==> src/rtl/ldm_stm_sequencer_pkg.sv <==
// Shared types and constants for the LDM/STM block-transfer sequencer.
package ldm_stm_sequencer_pkg;

  typedef enum logic [1:0] {
    ST_IDLE = 2'd0,
    ST_XFER = 2'd1,
    ST_WB   = 2'd2,
    ST_DONE = 2'd3
  } state_e;

  // Addressing mode is taken from {P,U}.
  typedef enum logic [1:0] {
    MODE_DA = 2'b00,
    MODE_IA = 2'b01,
    MODE_DB = 2'b10,
    MODE_IB = 2'b11
  } amode_e;

  localparam int unsigned WORD_BYTES_DEF = 4;
  localparam logic [3:0]  PC_IDX         = 4'd15;

endpackage

==> src/rtl/ldm_stm_sequencer_reg_list_encoder.sv <==
// Combinational register-list encoder: lowest set index, any-set flag and popcount.
module reg_list_encoder (
  input  logic [15:0] mask_i,
  output logic [3:0]  idx_o,
  output logic        valid_o,
  output logic [4:0]  count_o
);

  always_comb begin
    idx_o   = 4'd0;
    count_o = 5'd0;
    // Scan downwards so the lowest set bit is the final assignment.
    for (int i = 15; i >= 0; i--) begin
      if (mask_i[i]) begin
        idx_o = 4'(i);
      end
      count_o = count_o + 5'(mask_i[i]);
    end
    valid_o = |mask_i;
  end

endmodule

==> src/rtl/ldm_stm_sequencer.sv <==
// LDM/STM sequencer: walks the register list one register per cycle, then an
// optional base writeback cycle, then a one-cycle Done pulse.
module ldm_stm_sequencer
  import ldm_stm_sequencer_pkg::*;
#(
  parameter int unsigned WORD_BYTES = WORD_BYTES_DEF
) (
  input  logic        CLK,
  input  logic        Reset,
  input  logic        Start,
  input  logic        Load,
  input  logic        P,
  input  logic        U,
  input  logic        W,
  input  logic [3:0]  Rn,
  input  logic [31:0] RnVal,
  input  logic [15:0] RegList,
  input  logic [31:0] ReadData,
  input  logic [31:0] RegData,
  output logic        Busy,
  output logic        Done,
  output logic [3:0]  RegAddr,
  output logic        RegWE,
  output logic [31:0] RegWD,
  output logic        PCWE,
  output logic [31:0] MemAddr,
  output logic        MemWE,
  output logic [31:0] MemWD
);

  state_e      state_q, state_d;
  logic [15:0] mask_q, mask_d;
  logic [31:0] ptr_q, ptr_d;
  logic        load_q, load_d;
  logic        wb_en_q, wb_en_d;
  logic [3:0]  rn_q, rn_d;
  logic [31:0] wb_val_q, wb_val_d;

  logic [15:0] enc_mask;
  logic [3:0]  enc_idx;
  logic        enc_valid;
  logic [4:0]  enc_count;
  logic [31:0] step;
  logic [31:0] span;
  logic [31:0] start_addr;

  // One encoder serves both Start (popcount of the new list) and XFER (next register).
  assign enc_mask = (state_q == ST_IDLE) ? RegList : mask_q;

  reg_list_encoder u_enc (
    .mask_i  (enc_mask),
    .idx_o   (enc_idx),
    .valid_o (enc_valid),
    .count_o (enc_count)
  );

  assign step = 32'(WORD_BYTES);
  assign span = step * {27'd0, enc_count};

  always_comb begin
    start_addr = RnVal;
    case (amode_e'({P, U}))
      MODE_IA: start_addr = RnVal;
      MODE_IB: start_addr = RnVal + step;
      MODE_DA: start_addr = RnVal - span + step;
      MODE_DB: start_addr = RnVal - span;
      default: start_addr = RnVal;
    endcase
  end

  always_comb begin
    state_d  = state_q;
    mask_d   = mask_q;
    ptr_d    = ptr_q;
    load_d   = load_q;
    wb_en_d  = wb_en_q;
    rn_d     = rn_q;
    wb_val_d = wb_val_q;
    case (state_q)
      ST_IDLE: begin
        if (Start) begin
          mask_d   = RegList;
          ptr_d    = start_addr;
          load_d   = Load;
          rn_d     = Rn;
          wb_val_d = U ? (RnVal + span) : (RnVal - span);
          // A loaded base register keeps its loaded value.
          wb_en_d  = W & ~(Load & RegList[Rn]);
          state_d  = enc_valid ? ST_XFER : ST_DONE;
        end
      end
      ST_XFER: begin
        mask_d = mask_q & (mask_q - 16'd1);
        ptr_d  = ptr_q + step;
        if (enc_count > 5'd1) begin
          state_d = ST_XFER;
        end else begin
          state_d = wb_en_q ? ST_WB : ST_DONE;
        end
      end
      ST_WB:   state_d = ST_DONE;
      ST_DONE: state_d = ST_IDLE;
      default: state_d = ST_IDLE;
    endcase
  end

  always_comb begin
    Busy    = (state_q != ST_IDLE);
    Done    = (state_q == ST_DONE);
    RegAddr = 4'd0;
    RegWE   = 1'b0;
    RegWD   = 32'd0;
    PCWE    = 1'b0;
    MemAddr = 32'd0;
    MemWE   = 1'b0;
    MemWD   = 32'd0;
    case (state_q)
      ST_XFER: begin
        RegAddr = enc_idx;
        MemAddr = ptr_q;
        if (load_q) begin
          RegWD = ReadData;
          if (enc_idx == PC_IDX) PCWE = 1'b1;
          else                   RegWE = 1'b1;
        end else begin
          MemWE = 1'b1;
          MemWD = RegData;
        end
      end
      ST_WB: begin
        RegAddr = rn_q;
        RegWD   = wb_val_q;
        if (rn_q == PC_IDX) PCWE = 1'b1;
        else                RegWE = 1'b1;
      end
      default: ;
    endcase
  end

  always_ff @(posedge CLK or posedge Reset) begin
    if (Reset) begin
      state_q  <= ST_IDLE;
      mask_q   <= 16'd0;
      ptr_q    <= 32'd0;
      load_q   <= 1'b0;
      wb_en_q  <= 1'b0;
      rn_q     <= 4'd0;
      wb_val_q <= 32'd0;
    end else begin
      state_q  <= state_d;
      mask_q   <= mask_d;
      ptr_q    <= ptr_d;
      load_q   <= load_d;
      wb_en_q  <= wb_en_d;
      rn_q     <= rn_d;
      wb_val_q <= wb_val_d;
    end
  end

endmodule

==> config.mk <==
export PLATFORM = sky130hd
export DESIGN_NAME = ldm_stm_sequencer
export DESIGN_NICKNAME = d
export VERILOG_FILES = /design/src/rtl/ldm_stm_sequencer_pkg.sv /design/src/rtl/ldm_stm_sequencer_reg_list_encoder.sv /design/src/rtl/ldm_stm_sequencer.sv
export SDC_FILE = /design/constraint.sdc
export NUM_CORES = 1
export LEC_CHECK = 0
export CAP_MARGIN = 25
export CELL_PAD_IN_SITES_DETAIL_PLACEMENT = 1
export CELL_PAD_IN_SITES_GLOBAL_PLACEMENT = 2
export CORE_MARGIN = 4
export CORE_UTILIZATION = 32
export DETAILED_ROUTE_END_ITERATION = 6
export PLACE_DENSITY_LB_ADDON = 0.12
export RECOVER_POWER = 100
export SLEW_MARGIN = 20
export SYNTH_ARGS = -nofsm -noshare
export SYNTH_HDL_FRONTEND = slang
export SYNTH_SLANG_ARGS = --single-unit
==> constraint.sdc <==
create_clock -name CLK -period 22.7 [get_ports CLK]
set_input_delay 4.54 -clock CLK [delete_from_list [all_inputs] [get_ports CLK]]
set_output_delay 4.54 -clock CLK [all_outputs]
set_load 0.02 [all_outputs]
# Word-level counts from Yosys, hierarchy flattened
# Index checks and enable logic that the tools add are counted.
totals:
  register_bits: 88
  output_inout_bits: 105
op_classes:
  add_sub_neg: 21
  n_lt_le_gt_ge: 2
  n_eq_ne: 9
  muxes: 46
  bitwise: 4
  reduce_logical: 7
op_table:
  columns: ["cell", "n"]
  rows:
  - ["32-bit two-way mux", 6]
  - ["32-bit case mux with 2 select lines", 2]
  - ["32-bit case mux with 4 select lines", 1]
  - ["32-bit by 3-bit adder with 32-bit output, second input constant", 3]
  - ["5-bit by 1-bit adder with 5-bit output", 14]
  - ["4-bit two-way mux", 16]
  - ["32-bit by 7-bit adder with 32-bit output", 1]
  - ["16-bit two-way mux", 2]
  - ["16-bit case mux with 2 select lines", 1]
  - ["32-bit by 7-bit subtractor with 32-bit output", 1]
  - ["16-bit bitwise AND", 1]
  - ["16-bit OR reduction", 1]
  - ["16-bit by 1-bit subtractor with 16-bit output, second input constant", 1]
  - ["1-bit two-way mux", 10]
  - ["2-bit == test, second input constant", 4]
  - ["4-bit == test, second input constant", 2]
  - ["2-bit case mux with 4 select lines", 1]
  - ["4-bit case mux with 2 select lines", 1]
  - ["2-bit two-way mux", 3]
  - ["5-bit by 1-bit greater-than comparator with 1-bit output, second input constant", 1]
  - ["4-bit by 5-bit less-than comparator with 1-bit output, second input constant", 1]
  - ["1-bit binary-select mux with 4-bit select", 1]
  - ["2-bit by 1-bit == test with 1-bit output, second input constant", 2]
  - ["2-bit logical NOT", 2]
  - ["7 further kinds", 11]

# Longest topological paths before layout
depth:
  depth_word: 22
  ltp_mapped: 32
  mapped_depth_nobuf: 27

# Modules after synthesis
# Synthesis repeated with hierarchy kept, for this count alone.
unflattened:
  hier_cells: 1403
  hier_area_um2: 10199.8
by_module_without_submodules:
  columns: ["mod", "instances", "cells_per_inst", "area_per_inst_um2"]
  rows:
  - ["ldm_stm_sequencer", 1, 1318, 9509.1]
  - ["reg_list_encoder", 1, 85, 690.7]

# Least setup slack after synthesis
# No wires, ideal clock.
synth_path:
  path_type: "input to register"
  start: "input port RegList[15]"
  end: "register ptr_q[30]"
  t_arrival_ns: 11.027
  slack_ns: 11.543
  cell_stages: 22
  cell_sequence: "mux2_2 ha_1 fa_1 fa_1 fa_1 fa_1 fa_1 fa_1 nor2b_1 o21a_1 inv_1 ha_1 or4_4 nor2_4 o2111ai_4 or3_4 or2_0 a211oi_1 or4b_1 nor2_1 xor2_1 a31oi_1"
synth_via:
  elab_chain_cells: 21
synth_rtl:
  columns: ["element", "line_no", "source"]
  rows:
  - ["start, declared", "ldm_stm_sequencer.sv:17", "input logic [15:0] RegList,"]
  - ["16-bit two-way mux *", "ldm_stm_sequencer.sv:48", "assign enc_mask = (state_q == ST_IDLE) ? RegList : mask_q;"]
  - ["1-bit by 1-bit adder with 2-bit output *", "ldm_stm_sequencer_reg_list_encoder.sv:17", "count_o = count_o + 5'(mask_i[i]);"]
  - ["5-bit by 1-bit adder with 5-bit output * (14 in a row)", "ldm_stm_sequencer_reg_list_encoder.sv:17", null]
  - ["32-bit by 7-bit subtractor with 32-bit output *", "ldm_stm_sequencer.sv:65, ldm_stm_sequencer.sv:66", null]
  - ["32-bit by 3-bit adder with 32-bit output", "ldm_stm_sequencer.sv:65", "MODE_DA: start_addr = RnVal - span + step;"]
  - ["32-bit case mux with 4 select lines *", "ldm_stm_sequencer.sv:62", "case (amode_e'({P, U}))"]
  - ["32-bit two-way mux *", "ldm_stm_sequencer.sv:81", "if (Start) begin"]
  - ["32-bit case mux with 2 select lines *", "ldm_stm_sequencer.sv:79", "case (state_q)"]
  - ["end signal, assigned", "ldm_stm_sequencer.sv:152", "ptr_q <= ptr_d;"]
  - ["end, declared", "ldm_stm_sequencer.sv:33", "logic [31:0] ptr_q, ptr_d;"]
# Mark *: on every way between the ends. The rest lies on a longest branch, timed or not. The select of a mux whose other input is x is not followed.
# A chain may end at the register's enable or synchronous reset.

# Worst setup path after layout
layout_path:
  start: "input port RegList[15]"
  end: "register ptr_q[19]"
# The elaborated chain is that of the path after synthesis.

==> summary.txt <==
Most frequent cells after synthesis - nand2_1, o21ai_0, nor2_1
Reg-to-reg setup timing slack - 12.12 ns
Hold WS - 0.484 ns
CTS Buf Count - 9
Arrival time worst endpoint - 13.73 ns
Final setup viols - 0
Clk sinks - 88
Post-synthesis cell count - 1,299
Area added between synthesis and finish - 27.5%
Crit path kind - in -> reg
CTS Root Cell - clkbuf_16
Die Y - 184 µm
Share of layout cells above drive strength 1 - 5.23%
Layout Nets - 1,628
Min-Delay Path Depth - 2
Main synth FF type - dfrtp_1
Routed wire length - 40,700 µm
Synthesis Warnings - 0
Pins Over Slew Limit - 232
DR vias - 10.6k
FFs w/ async S/R, synth - 100%
Flops & latches, synth - 88
Synthesized cell area - 0.00987 mm²
Largest net degree at the start of global routing - 73
First-pass GRT wire length - 62,900 µm
Count leader, synth - nand2_1
1st-pass router iterations - 5
Drt wl/cell - 21.8 µm
Postcts setup bufs - 0
Filler cells - 3,737
Die ar. - 0.0337 mm²
Post-synth EDFFs - 0
Gpl congestion - 0.901
Seq/Total Area, Yosys - 22.3%
CP max FO - 13
Clock Skew - 0.0100 ns
CTS Hold Bufs - 0
Grt ovf - 0
CTS tree - done
Post-cts gate resize count - 0
Largest area contributor in the netlist - dfrtp_1
Failing checks - capacitance limit, slew limit
Clock Latency Late Sink - 0.36 ns
Num ports - 228
RSZ-0062 raised after global routing - false
Synth top area cells - dfrtp_1, nand2_1, o21ai_0
Initial antenna violation count - 0
DR iter-0 viols - 731
Crit start category - input pin
Site row count - 64
Avg Inst Size Synth - 7.60 µm²
Normalized max-slew margin - -109%
GRT Util Overall - 23.4%
DR vias/cell - 5.67
Max Freq - 73.5 MHz
Worst slew pin tran - 3.13 ns
Crit end category - flop
Port Buffers - 227
Status - finished with violations
Final HPWL DP - 31,500 µm
Post-synth cell types - 96
Min Clock Period, post-route - 13.61 ns
Min-Delay Path Class - reg -> reg
Die width - 184 µm
Syn Nets - 1,461
Clk pin slew, worst setup/hold paths - 0.08 ns
Fin util - 41.2%
Yosys top cell area share - 22.3%
CTS H-Tree Depth - 3
CP Data Required Time - 22.82 ns
ANT nets after route - 0
Max clock buf depth - 2
R2R depth - 23
Max Cap Viol - 5
Total core area - 0.0305 mm²
Final Hold Fails - 0
Tcrit/Tclk final - 60.0%
DR DRC count - 0
Initial Util - 32.3%
Vias in the first global route - 10.7k
Setup TNS - 0 ns
cell families (layout without fill, tap and decap cells):
logic type	after synthesis	in the layout	synth area share [%]
mux	48	48	5.69
compound gates	352	352	23.6
flops	88	88	22.3
buf+inv	141	313	6.35
xor+xnor	77	77	6.91
other cells	0	1	0
fa+ha+maj	39	39	5.86
simple gates	554	554	29.2
layout make-up:
class / instances / area [µm²] / area share [%]
flip-flops and latches: 88 / 2200 / 17.5
inverters: 48 / 181 / 1.44
well taps: 396 / 495 / 3.94
multi-input cells: 1070 / 6990 / 55.6
diodes: 1 / 2.50 / 0.0199
clock inverters: 5 / 62.6 / 0.497
clock buffers: 11 / 253 / 2.01
repair buffers: 249 / 2390 / 19.0
state kept, by name, indices dropped and copies added (netlist names):
signal,flops
load_q,1
rn_q,4
wb_val_q,32
wb_en_q,1
mask_q,16
ptr_q,32
state_q,2
stage by stage:
step           worst slack (ns)  std cells  instance area, µm²
2_1_floorplan             11.54       1299                9870
5_1_grt                    8.79       1867               12600
4_1_cts                   10.35       1867               12700
6_report                   9.09       1868               12600
3_3_place_gp              10.35       1851               12400
3_5_place_dp              10.28       1851               12400
metal layers:
layer  track usage, %  wire (µm)  up-vias
met5                0          0        -
met4             7.45       1140        0
met3             1.72       1350       56
met2             41.7      20700      242
met1             30.1      17500     5280
li1                 -          -     5011
worst paths after layout:
kind / startpoint / end
min in group asynchronous: Reset / wb_val_q[0]$_DFFE_PP0P_
worst max register to register: state_q[0]$_DFFE_PP0P_ / ptr_q[19]$_DFFE_PP0P_
worst min-delay path: wb_val_q[23]$_DFFE_PP0P_ / wb_val_q[23]$_DFFE_PP0P_
max in group asynchronous: Reset / ptr_q[22]$_DFFE_PP0P_
worst min register to register: wb_val_q[23]$_DFFE_PP0P_ / wb_val_q[23]$_DFFE_PP0P_
worst max-delay path: RegList[15] / ptr_q[19]$_DFFE_PP0P_
cell usage in the layout, fill, tap and decap left out, types with 9 or more instances in the layout:
cell type	instances
and3_1	11
o21ai_0	105
clkdlybuf4s50_1	145
buf_4	10
o21a_1	9
xor2_1	25
mux2i_1	28
dfrtp_1	88
a211oi_1	17
nand3_1	57
a22oi_1	37
and2_0	22
nor2b_1	41
nor3_1	40
o22ai_1	15
or3_1	14
and2_1	46
nand2_1	147
xnor2_1	52
inv_1	45
nand4_1	17
clkbuf_1	12
a21o_1	11
nand2b_1	10
clkbuf_16	9
ha_1	26
nor4_1	18
dlygate4sd3_1	82
fa_1	12
mux2_2	12
a31oi_1	14
a21oi_1	57
nor2_1	90
critical path, stage by stage:
cell	delay, ns
dlygate4sd3_1	0.58
mux2_1	0.35
ha_1	0.32
fa_1	0.54
fa_1	0.46
fa_1	0.55
fa_1	0.43
fa_1	0.43
fa_1	0.42
xnor2_1	0.51
ha_1	0.45
o32a_1	0.42
a31oi_1	0.23
clkbuf_1	0.51
or4b_1	0.53
a32o_1	0.32
nor4_1	1.19
nand3_1	0.20
xnor2_1	0.19
a221oi_1	0.45
a211oi_1	0.09
Power is not shown: default switching activity piles up to over one toggle a cycle in this logic, so the estimate is an artifact.
==> variant: new RTL, config.mk and constraints unchanged <==
Re-encode `state_e` (4 states) as one-hot, 4 bits wide.
--- a/src/rtl/ldm_stm_sequencer_pkg.sv
+++ b/src/rtl/ldm_stm_sequencer_pkg.sv
@@ -2,9 +2,9 @@
 package ldm_stm_sequencer_pkg;
 
-  typedef enum logic [1:0] {
-    ST_IDLE = 2'd0,
-    ST_XFER = 2'd1,
-    ST_WB   = 2'd2,
-    ST_DONE = 2'd3
+  typedef enum logic [3:0] {
+    ST_IDLE = 4'b0001,
+    ST_XFER = 4'b0010,
+    ST_WB   = 4'b0100,
+    ST_DONE = 4'b1000
   } state_e;
 
Check against the original RTL: no difference found for any inputs over 4 cycles, from zero or initial values and one cycle with Reset high; so few cycles prove little.
==> variant against the unedited design <==
  * The run still ends with max-capacitance violations, max-slew violations left
  * Fmax shrank 1.2%
  * Cell area shrank 2.0%
  * First-iteration DRC count grew 13%
  * Worst setup slack lost 0.17 ns
  * Synthesized area shrank 3.9%
  * Sequential cell count grew 2
  * Routed wire length grew 7.0%
  * Utilization grew 1.3 points
  * Critical path type unchanged
  * Critical endpoint is now ptr_q[22]$_DFFE_PP0P_
Power is not shown: default switching activity piles up to over one toggle a cycle in this logic, so the estimate is an artifact.
==> variant: results (changes against the unedited design) <==
| Metric | Value |
|---|---|
| Vias in the first global route | 10427 (-2.4%) |
| Reg area | 0.00225 mm2 (+2.3%) |
| Slew Viols, Final | 193 (-17%) |
| Global-route wire length before repair | 66900 um (+6.4%) |
| Routability cong. | 0.945 (+4.8%) |
| CP peak stage delay | 1.36 ns (+0.17 ns) |
| Drt first-iter violations | 829 (+13%) |
| Reg2Reg Depth | 24 (+4.3%) |
| Antenna diode count | 0 (-1) |
| Failing checks | max-capacitance violations, max-slew violations |
| Global Route Usage Sum | 25.9% (+2.4 points) |
| DP Area | 0.0121 mm2 (-2.1%) |
| List of most frequent post-synthesis cells | 203 x nand2_1, 96 x nor2_1, 89 x dfrtp_1 |
| Share of layout cells above drive strength 1 | 4.48% (-0.76 points) |
| Max_cap viols | 5 (unchanged) |
| WP data arrival | 13.91 ns (+0.18 ns) |
| Final Skew | 0.0208 ns (+0.0108 ns) |
| Dpl hpwl | 34000 um (+7.9%) |
| Wirelength, routed | 43600 um (+7.0%) |
| Status | finished, violations left |
| Synth Area in XOR/XNOR | 8.31% (+1.4 points) |
| Filler Cell Count | 3581 (-4.2%) |
| Via count of the routed design | 10520 (-0.65%) |
| WHS | 0.476 ns (-0.00763 ns) |
| Place WS | 10.17 ns (-0.113 ns) |
| Post-synthesis compound-gate area fraction | 21.7% (-1.9 points) |
[variant: changes by cell type in the layout (fill, tap and decap cells not counted), moves of 10 or more]
cell,unedited run,this run
nand2_1,147,202
nor2b_1,41,8
a22o_1,7,39
a22oi_1,37,6
o21ai_0,105,88
nand3_1,57,42
a211oi_1,17,6
mux2_2,12,1
and2_0,22,12
clkdlybuf4s50_1,145,135
dlygate4sd3_1,82,92
[variant: worst register-to-register path, stage by stage, from the launching register on]
cell and delay (ns):
dfstp_2 0.57, nor4b_2 0.19, clkbuf_1 1.05, clkinv_1 0.73
nand2_1 0.21, nand2_1 0.11, ha_1 0.31, fa_1 0.47
fa_1 0.50, fa_1 0.57, fa_1 0.45, fa_1 0.45
fa_1 0.43, xor2_1 0.41, clkinv_1 0.22, ha_1 0.40
o32ai_1 0.79, o31a_1 0.52, mux2i_1 0.13, a2111oi_0 1.36
nand3_2 0.50, nor4_1 0.45, mux2_2 0.37, o21ai_0 0.14
o211ai_1 0.10
[variant: cell families after synthesis]
logic type	after synthesis
AO/OA/AOI/OAI	304
XOR/XNOR	90
adder cells (fa/ha/maj)	34
buffers and inverters	134
flip-flops	90
multiplexers	31
AND/OR/NAND/NOR	589
[variant: layout make-up]
| type | instances | share of cell area [%] |
|---|---|---|
| multi-input combinational | 1048 | 54.3 |
| clock inverter | 7 | 0.751 |
| timing repair buffer | 249 | 19.5 |
| tap | 384 | 3.90 |
| sequential | 90 | 18.3 |
| inverter | 49 | 1.50 |
| clock buffer | 9 | 1.83 |
[variant: layer usage]
layer	share of wire, %	global-route usage, %	vias to the layer above	routed length [um]
met1	49	39.1	5212	21200
met5	0	0	-	0
met3	6.1	3.35	24	2660
li1	-	-	4903	-
met2	44	40.1	381	19200
met4	1.1	4.14	0	464
